==> src/rtl/loader_pkg.sv <==
// loader_pkg: shared FSM state encoding and default frame header
// for the byte-serial program loader.
package loader_pkg;

  typedef enum logic [2:0] {
    IDLE  = 3'd0,
    COUNT = 3'd1,
    HI    = 3'd2,
    LO    = 3'd3,
    CHECK = 3'd4,
    RUN   = 3'd5
  } loader_state_t;

  localparam logic [7:0] LOADER_HDR = 8'hA5;

endpackage

==> src/rtl/prog_loader.sv <==
// prog_loader: framed byte stream -> big-endian 16-bit imem writes; holds
// cpu_en low until a checksum-verified image is in place.
// Ports: clk, rst (async high); rx_valid/rx_data/rx_ready byte link;
// mem_we/mem_addr/mem_wdata imem write port; cpu_en, done, err status.
module prog_loader
  import loader_pkg::*;
#(
  parameter int unsigned ADDR_W = 8,
  parameter logic [7:0]  HDR    = LOADER_HDR
) (
  input  logic              clk,
  input  logic              rst,
  input  logic              rx_valid,
  input  logic [7:0]        rx_data,
  output logic              rx_ready,
  output logic              mem_we,
  output logic [ADDR_W-1:0] mem_addr,
  output logic [15:0]       mem_wdata,
  output logic              cpu_en,
  output logic              done,
  output logic              err
);

  localparam int unsigned CAP = 32'd1 << ADDR_W;

  loader_state_t     state_q, state_d;
  logic [ADDR_W-1:0] addr_q, addr_d;
  logic [7:0]        cnt_q, cnt_d;
  logic [7:0]        chk_q, chk_d;
  logic [15:0]       word_q, word_d;
  logic              we_q, we_d;
  logic              run_q, run_d;
  logic              done_q, done_d;
  logic              err_q, err_d;
  logic              xfer;

  // The write strobe cycle is the only stall; it lets the address
  // advance before the next HI byte.
  assign rx_ready = ~rst & ~we_q;
  assign xfer     = rx_valid & rx_ready;

  always_comb begin
    state_d = state_q;
    addr_d  = addr_q;
    cnt_d   = cnt_q;
    chk_d   = chk_q;
    word_d  = word_q;
    we_d    = 1'b0;
    run_d   = run_q;
    done_d  = done_q;
    err_d   = err_q;

    if (we_q) addr_d = addr_q + ADDR_W'(1);

    if (xfer) begin
      unique case (state_q)
        IDLE, RUN: begin
          if (rx_data == HDR) begin
            state_d = COUNT;
            err_d   = 1'b0;
            done_d  = 1'b0;
            run_d   = 1'b0;
            chk_d   = 8'h00;
            addr_d  = '0;
          end
        end
        COUNT: begin
          if ({24'd0, rx_data} > CAP) begin
            err_d   = 1'b1;
            state_d = IDLE;
          end else if (rx_data == 8'h00) begin
            state_d = CHECK;
          end else begin
            cnt_d   = rx_data;
            state_d = HI;
          end
        end
        HI: begin
          word_d[15:8] = rx_data;
          chk_d        = chk_q ^ rx_data;
          state_d      = LO;
        end
        LO: begin
          word_d[7:0] = rx_data;
          chk_d       = chk_q ^ rx_data;
          we_d        = 1'b1;
          cnt_d       = cnt_q - 8'd1;
          state_d     = (cnt_q == 8'd1) ? CHECK : HI;
        end
        CHECK: begin
          if (rx_data == chk_q) begin
            done_d  = 1'b1;
            run_d   = 1'b1;
            state_d = RUN;
          end else begin
            err_d   = 1'b1;
            state_d = IDLE;
          end
        end
        default: state_d = IDLE;
      endcase
    end
  end

  always_ff @(posedge clk or posedge rst) begin
    if (rst) begin
      state_q <= IDLE;
      addr_q  <= '0;
      cnt_q   <= 8'h00;
      chk_q   <= 8'h00;
      word_q  <= 16'h0000;
      we_q    <= 1'b0;
      run_q   <= 1'b0;
      done_q  <= 1'b0;
      err_q   <= 1'b0;
    end else begin
      state_q <= state_d;
      addr_q  <= addr_d;
      cnt_q   <= cnt_d;
      chk_q   <= chk_d;
      word_q  <= word_d;
      we_q    <= we_d;
      run_q   <= run_d;
      done_q  <= done_d;
      err_q   <= err_d;
    end
  end

  assign mem_we    = we_q;
  assign mem_addr  = addr_q;
  assign mem_wdata = word_q;
  assign cpu_en    = run_q;
  assign done      = done_q;
  assign err       = err_q;

endmodule
==> config.mk <==
export PLATFORM = sky130hd
export DESIGN_NAME = prog_loader
export DESIGN_NICKNAME = d
export VERILOG_FILES = /design/src/rtl/loader_pkg.sv /design/src/rtl/prog_loader.sv
export SDC_FILE = /design/constraint.sdc
export NUM_CORES = 1
export LEC_CHECK = 0
export CAP_MARGIN = 30
export CORE_MARGIN = 3
export CORE_UTILIZATION = 45
export CTS_BUF_LIST = sky130_fd_sc_hd__clkbuf_16
export CTS_CLUSTER_DIAMETER = 30
export DETAILED_ROUTE_END_ITERATION = 10
export GPL_TIMING_DRIVEN = 0
export PLACE_DENSITY = 0.69
export SYNTH_ARGS = -nofsm -noshare
export SYNTH_HDL_FRONTEND = slang
export SYNTH_SLANG_ARGS = --single-unit
==> constraint.sdc <==
create_clock -name clk -period 2.1 [get_ports clk]
set_clock_uncertainty 0.05 [all_clocks]
set_input_delay 0.21 -clock clk [delete_from_list [all_inputs] [get_ports clk]]
set_output_delay 0.21 -clock clk [all_outputs]
set_load 0.01 [all_outputs]
==> summary.txt <==
Synth area leader: dfrtp_1
Syn Std Cell Area: 2590 sq um
Crit end category: register
Critical path required time: 2230 ps
Detail Route Antenna Nets: 0
R2r startpoint: state_q[2]
Routability congestion estimate: 0.849
Io pins: 40
First-pass GRT wire length: 9540 microns
PortBufs: 37
Detailed Routing Iterations Pass 1: 4
Nets: 315
Cell variety after synth: 52
CP Cell Sequence: clkdlybuf4s50_1 -> or4_4 -> o311ai_4 -> buf_4 -> a211oi_1 -> a21o_1
Slew Limit Fails: 0
Number of flops mapped to enable cells by yosys: 0
Root Buffer: clkbuf_16
Total Wirelength: 5970 microns
Largest net degree at the start of global routing: 39
TNS Setup: 0 ps
H-tree depth: 2
Setup CP Type: input port to register
1st-iter DRT viols: 126
RSZ-0062 raised after global routing: no
Post-DR wirelength/cell: 16.0 microns
CTS Sinks: 46
Die width: 81.9 microns
Crit path arrival time: 2130 ps
Max Fclk: 0.501 GHz
Area of the core: 5540 sq um
Vias in the first global route: 1940
CP Launch Type: input port
Post-Syn Area per Cell: 10.2 sq um
Fin area: 3280 sq um
Worst-margin pin slew: 571 ps
Post-synthesis async set-or-reset flop share: 1.00
Synth Warn #: 0
Ant diodes: 0
Synth Net Count: 268
Die area: 6710 sq um
Max Cap Violations: 0
CP Buf/Inv Count: 2
Final Hold Vio Count: 0
HPWL reported at the end of detailed placement: 4040 microns
Rel. slew slack: 0.616
CP Launch Point: rx_data[2]
Initial antenna violation count: 0
Final Power: 4.32 mW
FF+latch count, synth: 46
Crit-path max cell delay: 640 ps
Critical Path Slowest Stage Cell: or4_4
Clock Pin Slew Worst Setup and Hold Paths: 70 ps
Max IR drop VDD: 0.778 mV
Routed via count: 2085
Layout cell share with drive strength beyond 1: 0.156
Placement Rows: 27
Most used DFF post-synth: dfrtp_1
Critical path's top delay family: buffers and inverters
Area Growth Syn to Fin: 26.6%
CTS tree: yes
Outcome: finished clean
CP Max Fanout: 8
Final setup viols: 0
Top cell type's share of synthesized area: 0.444
Maximum root-to-sink buffer count: 2
Tcrit/Tclk final: 0.951
Vias per std cell: 5.57
Starting Density: 0.468
TritonCTS Buffers: 5
Leakage: 1.31 nW
Post-Synthesis Cells: 254
HP Start: rx_data[3]
Commonest non-fill, non-tap cell in the layout: dfrtp_1
PwrDens: 1320 nW/um^2
Hold WC Path Type: input port to register
Final critical-path required period: 2000 ps
Die Ht: 81.9 microns
Worst skew pair latency: 290 ps
Grt ovf: 0
Synth area leaders: dfrtp_1 44%, mux2_2 6.9%, o21ai_0 5.0%
Placement Cell Area: 3080 sq um
Post-CTS Hold Buffers: 0
Post-synthesis sequential area ratio: 0.444
Most frequent cells in the layout: 46 x dfrtp_1, 36 x clkdlybuf4s50_1, 26 x o21ai_0
GRT Util Overall: 0.187
# DRC: 0
sequential cells by signal, indices dropped and copies added, names as in the netlist:
register	flops
err	1
mem_we	1
chk_q	8
mem_wdata	16
state_q	3
done	1
mem_addr	8
cnt_q	8
per-stage QoR:
step / setup WS (ps) / instances / hold slack (ps) / util
floorplan: 211 / 254 / 311 / -
global placement: -361 / 363 / 436 / 0.551
detailed placement: -278 / 364 / 441 / 0.555
CTS: 18.8 / 372 / 223 / 0.586
global route: 11.6 / 374 / 230 / 0.593
finish: 103 / 374 / 222 / 0.593
power breakdown:
group	total, mW	internal [mW]	switching (mW)
Clock	0.906	0.561	0.345
Sequential	1.61	1.27	0.339
Combinational	1.81	0.956	0.854
Total	4.32	2.78	1.54
worst register-to-register path: stages (launching register included):
cell and delay [ps]:
dfrtp_1 420, nor2b_1 130, clkbuf_1 380, nand3_1 450
mux2_2 410
cells in the mapped netlist, types with 3 or more instances:
| master | count |
|---|---|
| nand4_1 | 8 |
| buf_2 | 3 |
| mux2_2 | 16 |
| nand2_1 | 9 |
| xor2_1 | 5 |
| o211ai_1 | 4 |
| xnor2_1 | 11 |
| o21ai_0 | 26 |
| nor2b_1 | 4 |
| nand2b_1 | 16 |
| a21oi_1 | 6 |
| nor2_1 | 17 |
| buf_4 | 3 |
| a211oi_1 | 3 |
| dfrtp_1 | 46 |
| inv_1 | 13 |
| a22oi_1 | 11 |
| nor3_1 | 3 |
| o2bb2ai_1 | 3 |
| ha_1 | 3 |
| clkbuf_1 | 6 |
path summary, 6_finish.rpt:
kind | end | slack [ps] | cells after the start
max | cnt_q[1] | 100 | 6
min | mem_wdata[3] | 220 | 2
max reg2reg | mem_wdata[15] | 150 | 4
min reg2reg | mem_wdata[2] | 450 | 1
max in group asynchronous | cnt_q[3] | 1260 | 3
min in group asynchronous | mem_addr[7] | 270 | 2
cell families (layout without fill, tap and decap cells):
group | after synthesis | after routing | share of synthesized area
muxes | 17 | 17 | 0.0733
xor gates and xnor gates | 16 | 16 | 0.0540
DFF | 46 | 46 | 0.444
AOI/OAI and AO/OA | 67 | 67 | 0.182
buffers and inverters | 25 | 73 | 0.0419
and+or+nand+nor | 80 | 80 | 0.191
adders and majority gates | 3 | 3 | 0.0145
layer usage:
| layer | vias up | global-route usage | wire, microns |
|---|---|---|---|
| met4 | 0 | 0.0532 | 69 |
| li1 | 1013 | - | - |
| met3 | 10 | 0.0482 | 331 |
| met5 | - | 0 | 0 |
| met1 | 1003 | 0.247 | 2810 |
| met2 | 59 | 0.304 | 2750 |
layout make-up:
cell class              count  area (sq um)
plain buffers              12          60.1
repair buffers             40           408
clock buffers               5           125
well taps                  72          90.1
inverters                  13          48.8
clock inverters             3          45.0
fillers                   497          2260
multi-input cells         183          1360
flip-flops and latches     46          1150
what timing repair did:
item                       4_1_cts  5_1_grt
resized for setup                0        5
buffers inserted                 0        2
setup endpoints to repair        0       24
Power figures use the tool's default switching activity.
